**src/rtl/lsu_mem_ctrl_if.sv**
```systemverilog
// CPU request/response and data-memory port bundle for lsu_mem_ctrl.
// slave = controller view, master = CPU/memory side (testbench) view.
interface lsu_mem_ctrl_if #(
  parameter int ADDR_W = 32,
  parameter int DATA_W = 32
);
  logic              w_req_valid;
  logic              w_req_ready;
  logic [2:0]        w_req_op;
  logic [ADDR_W-1:0] w_req_addr;
  logic [DATA_W-1:0] w_req_wdata;
  logic              w_rsp_valid;
  logic [DATA_W-1:0] w_rsp_rdata;
  logic              w_rsp_err;
  logic              w_mem_en;
  logic              w_mem_write_op;
  logic              w_mem_byte_op;
  logic [ADDR_W-1:0] w_mem_addr_32;
  logic [DATA_W-1:0] w_mem_data_in_32;
  logic [DATA_W-1:0] w_mem_data_out_32;
  logic [7:0]        w_mem_data_out_8;

  modport slave (
    input  w_req_valid, w_req_op, w_req_addr, w_req_wdata,
           w_mem_data_out_32, w_mem_data_out_8,
    output w_req_ready, w_rsp_valid, w_rsp_rdata, w_rsp_err,
           w_mem_en, w_mem_write_op, w_mem_byte_op, w_mem_addr_32, w_mem_data_in_32
  );

  modport master (
    output w_req_valid, w_req_op, w_req_addr, w_req_wdata,
           w_mem_data_out_32, w_mem_data_out_8,
    input  w_req_ready, w_rsp_valid, w_rsp_rdata, w_rsp_err,
           w_mem_en, w_mem_write_op, w_mem_byte_op, w_mem_addr_32, w_mem_data_in_32
  );
endinterface

```
**src/rtl/lsu_mem_ctrl.sv**
```systemverilog
// Load/store initiator for a big-endian byte-addressed data memory; halfwords use two byte cycles.
// Optional misalignment trap: define LSU_ALIGN_CHECK_EN.
module lsu_mem_ctrl #(
  parameter int ADDR_W = 32,
  parameter int DATA_W = 32
) (
  input logic         clock,
  input logic         reset_n,
  lsu_mem_ctrl_if.slave bus
);
  localparam logic [2:0] OP_LW = 3'd0, OP_LB = 3'd1, OP_LBU = 3'd2, OP_LH = 3'd3,
                         OP_LHU = 3'd4, OP_SW = 3'd5, OP_SB = 3'd6, OP_SH = 3'd7;

  typedef enum logic [1:0] {IDLE, ACC0, ACC1, RESP} state_t;

  state_t            state, state_nxt;
  logic [2:0]        op_q;
  logic [ADDR_W-1:0] addr_q;
  logic [DATA_W-1:0] wdata_q;
  logic [7:0]        acc_q;
  logic [DATA_W-1:0] rsp_rdata_q;
  logic              rsp_err_q;
  logic [DATA_W-1:0] ld_data;
  logic              accept, misalign;
  logic              op_word, op_half, op_store, req_word, req_half;
  logic [7:0]        b;

  assign b        = bus.w_mem_data_out_8;
  assign accept   = (state == IDLE) && bus.w_req_valid;
  assign op_word  = (op_q == OP_LW) || (op_q == OP_SW);
  assign op_half  = (op_q == OP_LH) || (op_q == OP_LHU) || (op_q == OP_SH);
  assign op_store = (op_q == OP_SW) || (op_q == OP_SB) || (op_q == OP_SH);
  assign req_word = (bus.w_req_op == OP_LW) || (bus.w_req_op == OP_SW);
  assign req_half = (bus.w_req_op == OP_LH) || (bus.w_req_op == OP_LHU) || (bus.w_req_op == OP_SH);

`ifdef LSU_ALIGN_CHECK_EN
  assign misalign = (req_word && (bus.w_req_addr[1:0] != 2'b00)) || (req_half && bus.w_req_addr[0]);
`else
  assign misalign = 1'b0 & req_word & req_half;
`endif

  always_ff @(posedge clock) begin
    if (!reset_n) state <= IDLE;
    else          state <= state_nxt;
  end

  always_comb begin
    state_nxt = state;
    case (state)
      IDLE: if (accept) state_nxt = misalign ? RESP : ACC0;
      ACC0: state_nxt = op_half ? ACC1 : RESP;
      ACC1: state_nxt = RESP;
      RESP: state_nxt = IDLE;
      default: state_nxt = IDLE;
    endcase
  end

  // Load result as it will look at the end of the final access cycle;
  // acc_q holds the high (lower-address) byte of a halfword.
  always_comb begin
    ld_data = '0;
    case (op_q)
      OP_LW:  ld_data = bus.w_mem_data_out_32;
      OP_LB:  ld_data = {{24{b[7]}}, b};
      OP_LBU: ld_data = {24'b0, b};
      OP_LH:  ld_data = {{16{acc_q[7]}}, acc_q, b};
      OP_LHU: ld_data = {16'b0, acc_q, b};
      default: ld_data = '0;
    endcase
  end

  always_ff @(posedge clock) begin
    if (!reset_n) begin
      op_q        <= '0;
      addr_q      <= '0;
      wdata_q     <= '0;
      acc_q       <= '0;
      rsp_rdata_q <= '0;
      rsp_err_q   <= 1'b0;
    end else begin
      if (accept) begin
        op_q    <= bus.w_req_op;
        addr_q  <= bus.w_req_addr;
        wdata_q <= bus.w_req_wdata;
      end
      if (state == ACC0) acc_q <= b;
      // Response registers change only on entry to RESP; a direct jump from IDLE is a trap.
      if (state_nxt == RESP && state != RESP) begin
        rsp_rdata_q <= (state == IDLE) ? '0 : ld_data;
        rsp_err_q   <= (state == IDLE);
      end
    end
  end

  always_comb begin
    bus.w_req_ready      = (state == IDLE);
    bus.w_rsp_valid      = (state == RESP);
    bus.w_rsp_rdata      = rsp_rdata_q;
    bus.w_rsp_err        = rsp_err_q;
    bus.w_mem_en         = 1'b0;
    bus.w_mem_write_op   = 1'b0;
    bus.w_mem_byte_op    = 1'b0;
    bus.w_mem_addr_32    = '0;
    bus.w_mem_data_in_32 = '0;
    case (state)
      ACC0: begin
        bus.w_mem_en       = 1'b1;
        bus.w_mem_write_op = op_store;
        bus.w_mem_byte_op  = !op_word;
        bus.w_mem_addr_32  = addr_q;
        case (op_q)
          OP_SW:   bus.w_mem_data_in_32 = wdata_q;
          OP_SB:   bus.w_mem_data_in_32 = {24'b0, wdata_q[7:0]};
          OP_SH:   bus.w_mem_data_in_32 = {24'b0, wdata_q[15:8]};
          default: bus.w_mem_data_in_32 = '0;
        endcase
      end
      ACC1: begin
        bus.w_mem_en         = 1'b1;
        bus.w_mem_write_op   = (op_q == OP_SH);
        bus.w_mem_byte_op    = 1'b1;
        bus.w_mem_addr_32    = addr_q + ADDR_W'(1);
        bus.w_mem_data_in_32 = (op_q == OP_SH) ? {24'b0, wdata_q[7:0]} : '0;
      end
      default: ;
    endcase
    // Reset kills any in-flight memory cycle immediately.
    if (!reset_n) begin
      bus.w_mem_en       = 1'b0;
      bus.w_mem_write_op = 1'b0;
    end
  end
endmodule

```
**src/flat_wrapper.sv**
```systemverilog
// flat-port wrapper written by rule: the top's interface ports become plain ports
module lsu_mem_ctrl_flat 
#(
  parameter int ADDR_W = 32,
  parameter int DATA_W = 32
)
  (clock, reset_n, bus_w_req_valid, bus_w_req_op, bus_w_req_addr, bus_w_req_wdata, bus_w_mem_data_out_32, bus_w_mem_data_out_8, bus_w_req_ready, bus_w_rsp_valid, bus_w_rsp_rdata, bus_w_rsp_err, bus_w_mem_en, bus_w_mem_write_op, bus_w_mem_byte_op, bus_w_mem_addr_32, bus_w_mem_data_in_32);
  lsu_mem_ctrl_if #(.ADDR_W(ADDR_W), .DATA_W(DATA_W)) bus_i ();
  input logic clock;
  input logic reset_n;
  input wire logic [$bits(bus_i.w_req_valid)-1:0] bus_w_req_valid;
  input wire logic [$bits(bus_i.w_req_op)-1:0] bus_w_req_op;
  input wire logic [$bits(bus_i.w_req_addr)-1:0] bus_w_req_addr;
  input wire logic [$bits(bus_i.w_req_wdata)-1:0] bus_w_req_wdata;
  input wire logic [$bits(bus_i.w_mem_data_out_32)-1:0] bus_w_mem_data_out_32;
  input wire logic [$bits(bus_i.w_mem_data_out_8)-1:0] bus_w_mem_data_out_8;
  output wire logic [$bits(bus_i.w_req_ready)-1:0] bus_w_req_ready;
  output wire logic [$bits(bus_i.w_rsp_valid)-1:0] bus_w_rsp_valid;
  output wire logic [$bits(bus_i.w_rsp_rdata)-1:0] bus_w_rsp_rdata;
  output wire logic [$bits(bus_i.w_rsp_err)-1:0] bus_w_rsp_err;
  output wire logic [$bits(bus_i.w_mem_en)-1:0] bus_w_mem_en;
  output wire logic [$bits(bus_i.w_mem_write_op)-1:0] bus_w_mem_write_op;
  output wire logic [$bits(bus_i.w_mem_byte_op)-1:0] bus_w_mem_byte_op;
  output wire logic [$bits(bus_i.w_mem_addr_32)-1:0] bus_w_mem_addr_32;
  output wire logic [$bits(bus_i.w_mem_data_in_32)-1:0] bus_w_mem_data_in_32;
  assign bus_i.w_req_valid = bus_w_req_valid;
  assign bus_i.w_req_op = bus_w_req_op;
  assign bus_i.w_req_addr = bus_w_req_addr;
  assign bus_i.w_req_wdata = bus_w_req_wdata;
  assign bus_i.w_mem_data_out_32 = bus_w_mem_data_out_32;
  assign bus_i.w_mem_data_out_8 = bus_w_mem_data_out_8;
  assign bus_w_req_ready = bus_i.w_req_ready;
  assign bus_w_rsp_valid = bus_i.w_rsp_valid;
  assign bus_w_rsp_rdata = bus_i.w_rsp_rdata;
  assign bus_w_rsp_err = bus_i.w_rsp_err;
  assign bus_w_mem_en = bus_i.w_mem_en;
  assign bus_w_mem_write_op = bus_i.w_mem_write_op;
  assign bus_w_mem_byte_op = bus_i.w_mem_byte_op;
  assign bus_w_mem_addr_32 = bus_i.w_mem_addr_32;
  assign bus_w_mem_data_in_32 = bus_i.w_mem_data_in_32;
  lsu_mem_ctrl #(.ADDR_W(ADDR_W), .DATA_W(DATA_W)) u_core (.clock(clock), .reset_n(reset_n), .bus(bus_i));
endmodule
```
**config.mk**
```make
export PLATFORM = sky130hd
export DESIGN_NAME = lsu_mem_ctrl_flat
export DESIGN_NICKNAME = d
export VERILOG_FILES = /design/src/rtl/lsu_mem_ctrl_if.sv /design/src/rtl/lsu_mem_ctrl.sv /design/src/flat_wrapper.sv
export SDC_FILE = /design/constraint.sdc
export NUM_CORES = 1
export LEC_CHECK = 0
export CAP_MARGIN = 20
export CORE_UTILIZATION = 41
export CTS_CLUSTER_DIAMETER = 200
export DETAILED_ROUTE_END_ITERATION = 12
export GPL_TIMING_DRIVEN = 0
export PLACE_DENSITY_LB_ADDON = 0.2
export SLEW_MARGIN = 20
export SYNTH_ARGS = -nofsm -noshare
export SYNTH_HDL_FRONTEND = slang
export SYNTH_SLANG_ARGS = --single-unit
```
**constraint.sdc**
```tcl
create_clock -name clock -period 2 [get_ports clock]
set_clock_uncertainty 0.2 [all_clocks]
set_input_delay 0.3 -clock clock [delete_from_list [all_inputs] [get_ports clock]]
set_output_delay 0.3 -clock clock [all_outputs]
set_load 0.05 [all_outputs]
```
==> impl_metrics.json, run 1 <==
{
  "syn-num-nets": 866,
  "yosys.area.top_type_share": 0.368,
  "area_delta_synth_final_pct": 102,
  "initial_utilization": 0.426,
  "antenna_found_initial": 0,
  "p_seq_frac": 0.224,
  "fin_crit_sh": 1.45,
  "synth_common_cells": "nand2_1 (155), dfxtp_1 (110), a21boi_0 (67)",
  "p_int_w": 0.00755,
  "synth_area_leaders": "dfxtp_1 (37%), nand2_1 (9.7%), a21boi_0 (8.4%)",
  "n_fill_cell": 685,
  "pwr_density_cell_nw_per_um2": 1150,
  "multiInputGateArea_um2": 5050,
  "worstPathArrival_ps": 2400,
  "cp-end-kind": "output pin",
  "rsz0062_at_grt": "yes",
  "ys_seq_area_frac": 0.368,
  "rows": 43,
  "clk_pin_slew_ps": 80,
  "die_y_um": 123,
  "drc": 0,
  "diodes": 0,
  "dp_worst_setup_slack_ps": -1160,
  "hold_class": "flop to flop",
  "fp.dieW_um": 123,
  "gr-usage-all-layers": 0.320,
  "worst_pin_slew_ps": 1140,
  "ios": 212,
  "min_period_ps": 2900,
  "pwr-share-clk": 0.142,
  "area.sequential_um2": 2270,
  "yosys.area.top_type": "dfxtp_1",
  "fmaxAchievable_ghz": 0.345,
  "io_buffers": 211,
  "drt-initial-drc-count": 684,
  "p_sw_w": 0.00639,
  "violations": "negative setup slack",
  "via_per_inst": 5.99,
  "status": "complete, but fails checks",
  "fin_tns_setup_ps": -57340,
  "async_flop_share": 0,
  "finalMaxSlewViolations": 0,
  "dp_hpwl_mm": 14.5,
  "cp_max_fo": 10,
  "clock_sinks": 110,
  "synth_warnings": 0,
  "fin_ws_ps": -897,
  "yosys_most_used_dff": "dfxtp_1",
  "numCtsBuffers": 9,
  "ys_ff_latch": 110,
  "synth_edf_count": 0,
  "maxCapViolCount": 0,
  "cts_tree": "built",
  "grt_pass1_vias": 7061,
  "worstPathRequired_ps": 1500,
  "grt_pass1_wl_mm": 37.0,
  "die_area_um2": 15100,
  "setup_violations": 102,
  "critPathLaunchType": "flop",
  "cts_max_path_buffers": 2,
  "syn_inst": 750,
  "syn_area_um2": 5990,
  "r2r_slack_ps": -590,
  "syn_area_per_cell_um2": 7.98,
  "grt-ovfl-total": 0,
  "synth.most_common_cell": "nand2_1",
  "crit_type": "flop to output pin",
  "clock_latency_ps": 360,
  "ir_worst_vdd_mv": 0.607,
  "drt_first_pass_iters": 5,
  "root_buffer": "clkbuf_16",
  "grt_start_max_net_pins": 19,
  "final_nets": 1196,
  "hold_slack_ps": 264,
  "max-slew-margin-rel": 0.238,
  "yosysUniqueCellTypes": 51,
  "leakage_nw": 4.69,
  "wl_per_cell_um": 23.5,
  "pwr-share-comb": 0.634,
  "num_vias": 7581,
  "drtAntennaViolNets": 0,
  "gp_congestion": 0.849,
  "switching_share": 0.458,
  "cts_htree_levels": 3,
  "drive_gt1_frac": 0.456,
  "coreArea_um2": 14000,
  "finalWirelength_mm": 29.7,
  "hold_violations": 0
}
cell type report:
type / count / share of cell area
Buffer: 61 / 0.0501
Clock buffer: 11 / 0.0209
Clock inverter: 5 / 0.00537
Inverter: 9 / 0.00517
Multi-Input combinational cell: 566 / 0.417
Sequential cell: 110 / 0.187
Tap cell: 180 / 0.0186
Timing Repair Buffer: 323 / 0.295
sequential cells by signal, summed over array words and instances (netlist names):
name,cells
u_core.addr_q,32
u_core.op_q,3
u_core.state,2
u_core.acc_q,8
u_core.bus.w_rsp_rdata,32
u_core.wdata_q,32
u_core.bus.w_rsp_err,1
layout by cell type, fill, tap and decap left out, types with 23 or more instances in the layout:
cell type / instances
a21oi_1: 32
nand3_4: 23
clkdlybuf4s50_1: 109
nand2_1: 145
and2_4: 25
a21boi_0: 67
buf_8: 45
dfxtp_1: 85
buf_6: 72
buf_4: 55
dlygate4sd2_1: 33
o31ai_4: 23
worst max-delay path, cell delays in order (launching register included):
cell and delay [ps]:
dfxtp_4 380, buf_6 110, nand4_1 280, nor2_4 250
clkbuf_8 220, and3_4 260, nand2_4 60, o31ai_4 270
buf_6 200
logic make-up after synthesis:
family	Yosys count	synth area share
and+or+nand+nor	309	0.251
AOI/OAI and AO/OA	227	0.273
DFF	110	0.368
buffers and inverters	75	0.0581
muxes	19	0.0318
adders and majority gates	6	0.0125
xor gates and xnor gates	4	0.00585
power groups by stage:
stage / combinational, W / sequential, W / clock, W
finish: 0.00884 / 0.00312 / 0.00198
global route: 0.00907 / 0.00314 / 0.00205
CTS: 0.00742 / 0.00302 / 0.00194
detailed placement: 0.00525 / 0.00307 / 0
global placement: 0.00517 / 0.00306 / 0
floorplan: 0.00350 / 0.00341 / 0
repair_timing:
item | CTS | global route
pin swaps | 69 | 59
hold buffers | 0 | 0
buffers inserted | 64 | 39
endpoints found under the setup margin | 181 | 145
resized for setup | 682 | 155
cloned | 15 | 4
metrics by stage:
| step | instances | total power [W] | util | cell area, um2 |
|---|---|---|---|---|
| 3_5_place_dp | 1141 | 0.00832 | 0.672 | 9440 |
| 4_1_cts | 1233 | 0.0124 | 0.801 | 11200 |
| 2_1_floorplan | 750 | 0.00690 | - | 7100 |
| 6_report | 1265 | 0.0139 | 0.862 | 12100 |
| 3_3_place_gp | 1141 | 0.00823 | 0.672 | 9440 |
| 5_1_grt | 1265 | 0.0143 | 0.862 | 12100 |
path summary, 6_finish.rpt:
kind,cells after the start,from,end
setup / recovery,8,u_core.addr_q[0],bus_w_mem_addr_32[29]
hold / removal,2,u_core.wdata_q[18],u_core.wdata_q[18]
setup reg to reg,9,u_core.state[0],u_core.bus.w_rsp_rdata[13]
hold reg to reg,2,u_core.wdata_q[18],u_core.wdata_q[18]
routing by layer:
layer | GRT usage | wire length [um]
met1 | 0.383 | 11300
met2 | 0.557 | 14600
met3 | 0.0572 | 2360
met5 | 0 | 0
met4 | 0.142 | 1440
Power figures use the tool's default switching activity.
==> inputs of run 2 (changes only) <==
--- a/config.mk
+++ b/config.mk
@@ -6,7 +6,7 @@
 export NUM_CORES = 1
 export LEC_CHECK = 0
 export CAP_MARGIN = 20
-export CORE_UTILIZATION = 41
+export CORE_UTILIZATION = 49
 export CTS_CLUSTER_DIAMETER = 200
 export DETAILED_ROUTE_END_ITERATION = 12
 export GPL_TIMING_DRIVEN = 0
==> constraint.sdc (replaced) <==
create_clock -name clock -period 3.6 [get_ports clock]
set_clock_uncertainty 0.2 [all_clocks]
set_input_delay 0.54 -clock clock [delete_from_list [all_inputs] [get_ports clock]]
set_output_delay 0.54 -clock clock [all_outputs]
set_load 0.05 [all_outputs]
==> impl_metrics.json, run 2 (same netlist as run 1, synthesis figures left out) <==
{
  "status": "completed",
  "p_seq_frac": 0.325,
  "p_int_w": 0.00276,
  "cp_cell_sequence": "inv_1, ha_1, inv_1, clkbuf_1, a21oi_1, clkdlybuf4s50_1",
  "dpl.cell_count": 1108,
  "coreArea_um2": 12000,
  "via_per_inst": 5.60,
  "fin_area_um2": 8570,
  "min_period_ps": 3490,
  "critical_path.top_delay_family": "buffers and inverters",
  "final_common_cell": "nand2_1",
  "cts_tree": "built",
  "grt-ovfl-total": 0,
  "use_met2": 0.467,
  "clock_sinks": 110,
  "clock_latency_ps": 360,
  "rows": 40,
  "crit_type": "flop to output pin",
  "p_sw_w": 0.00221,
  "area_delta_synth_final_pct": 43.2,
  "cpMostUsedCell": "inv_1",
  "top_usage_layer": "met2",
  "critPathBufInv": 4,
  "drtAntennaViolNets": 0,
  "crit_end": "bus_w_mem_byte_op",
  "max-slew-margin-rel": 0.535,
  "fin_tns_setup_ps": 0,
  "critPathLaunchType": "flop",
  "r2r_cells": 8,
  "root_buffer": "clkbuf_16",
  "fmaxAchievable_ghz": 0.286,
  "final_nets": 1090,
  "cpPeakStageDelay_ps": 840,
  "grtUsageMet1": 0.364,
  "cp-startpoint": "u_core.state[0]",
  "cp_max_fo": 10,
  "pwr-share-comb": 0.479,
  "report.power.total_w": 0.00497,
  "worstPathRequired_ps": 2860,
  "finalMaxSlewViolations": 0,
  "dpl-instance-area_um2": 8280,
  "gr-usage-all-layers": 0.284,
  "finalWirelength_mm": 17.9,
  "gp_congestion": 0.911,
  "numCtsBuffers": 9,
  "fp.dieW_um": 113,
  "cp-end-kind": "output pin",
  "grt_pass1_wl_mm": 28.6,
  "wl_per_cell_um": 15.9,
  "io_buffers": 211,
  "r2r_slack_ps": 1110,
  "maxCapViolCount": 0,
  "fin_crit_sh": 0.970,
  "pwr-share-clk": 0.196,
  "timing.rr.start": "u_core.state[0]",
  "grt_util_met3": 0.0713,
  "cts_htree_levels": 3,
  "hold_class": "flop to flop",
  "cp.depth": 6,
  "final_cell_mix": "nand2_1 (155), clkdlybuf4s50_1 (151), dfxtp_1 (110), a21boi_0 (67), a21oi_1 (48)",
  "leakage_nw": 3.25,
  "holdBufCountCts": 0,
  "r2r_end": "u_core.addr_q[28]",
  "clk_pin_slew_ps": 70,
  "num_vias": 6302,
  "grt_pass1_vias": 5839,
  "hold_violations": 0,
  "worstPathArrival_ps": 2750,
  "n_fill_cell": 962,
  "drt-initial-drc-count": 494,
  "hold_slack_ps": 262,
  "ios": 212,
  "layoutNonFillerInstCount": 1126,
  "diodes": 0,
  "drt_first_pass_iters": 5,
  "switching_share": 0.444,
  "cts_max_path_buffers": 2,
  "worst_pin_slew_ps": 692,
  "pwr_density_cell_nw_per_um2": 580,
  "critPathSlowestCell": "clkdlybuf4s50_1",
  "drive_gt1_frac": 0.123,
  "antenna_found_initial": 0,
  "die_y_um": 113,
  "drc": 0,
  "die_area_um2": 12700,
  "grt_start_max_net_pins": 18,
  "setup_violations": 0,
  "initial_utilization": 0.501,
  "ir_worst_vdd_mv": 0.421,
  "dp_hpwl_mm": 13.3
}
run 2: cell type report:
type	instances	area, um2	share of cell area
sequential	110	2200	0.257
inverter	9	33.8	0.00394
timing repair buffer	214	2100	0.245
multi-input combinational	565	3450	0.402
clock buffer	12	256	0.0299
tap	147	184	0.0215
buffer	65	322	0.0375
clock inverter	4	30.0	0.00350
run 2: worst min path at each step:
stage          depth (start not counted)  slack (ps)            endpoint                from
2_1_floorplan                          2         240  u_core.wdata_q[20]  u_core.wdata_q[20]
3_3_place_gp                           2         250  u_core.wdata_q[23]  u_core.wdata_q[23]
3_5_place_dp                           2         250  u_core.wdata_q[22]  u_core.wdata_q[22]
4_1_cts                                2         260  u_core.wdata_q[22]  u_core.wdata_q[22]
5_1_grt                                2         280  u_core.wdata_q[25]  u_core.wdata_q[25]
6_report                               2         260  u_core.wdata_q[22]  u_core.wdata_q[22]
run 2: worst min-delay path, stage by stage (launching register included):
cell	delay, ps
dfxtp_1	310
nand2_1	40
a21boi_0	60
run 2: metal layers:
metal | vias up | part of all wire | routed length [um]
met4 | 0 | 0.022 | 387
met1 | 2943 | 0.44 | 7950
li1 | 3078 | - | -
met3 | 34 | 0.073 | 1320
met2 | 247 | 0.46 | 8300
met5 | - | 0 | 0
run 2: power by group through the flow:
stage	sequential (W)	combinational (W)	clock (W)
6_report	0.00161	0.00238	0.000977
2_1_floorplan	0.00182	0.00144	0
3_5_place_dp	0.00164	0.00237	0
4_1_cts	0.00161	0.00237	0.000987
5_1_grt	0.00164	0.00257	0.00104
3_3_place_gp	0.00163	0.00234	0
run 2: repair_timing:
item	CTS	global route
gates resized for setup	131	41
endpoints found under the setup margin	61	48
buffers inserted	0	3
pin swaps	0	1
run 2: stage by stage:
stage          utilization  worst slack (ps)
2_1_floorplan            -              -109
3_3_place_gp         0.692              -181
3_5_place_dp         0.692              -244
4_1_cts              0.717              1.45
5_1_grt              0.717             -22.8
6_report             0.717               107
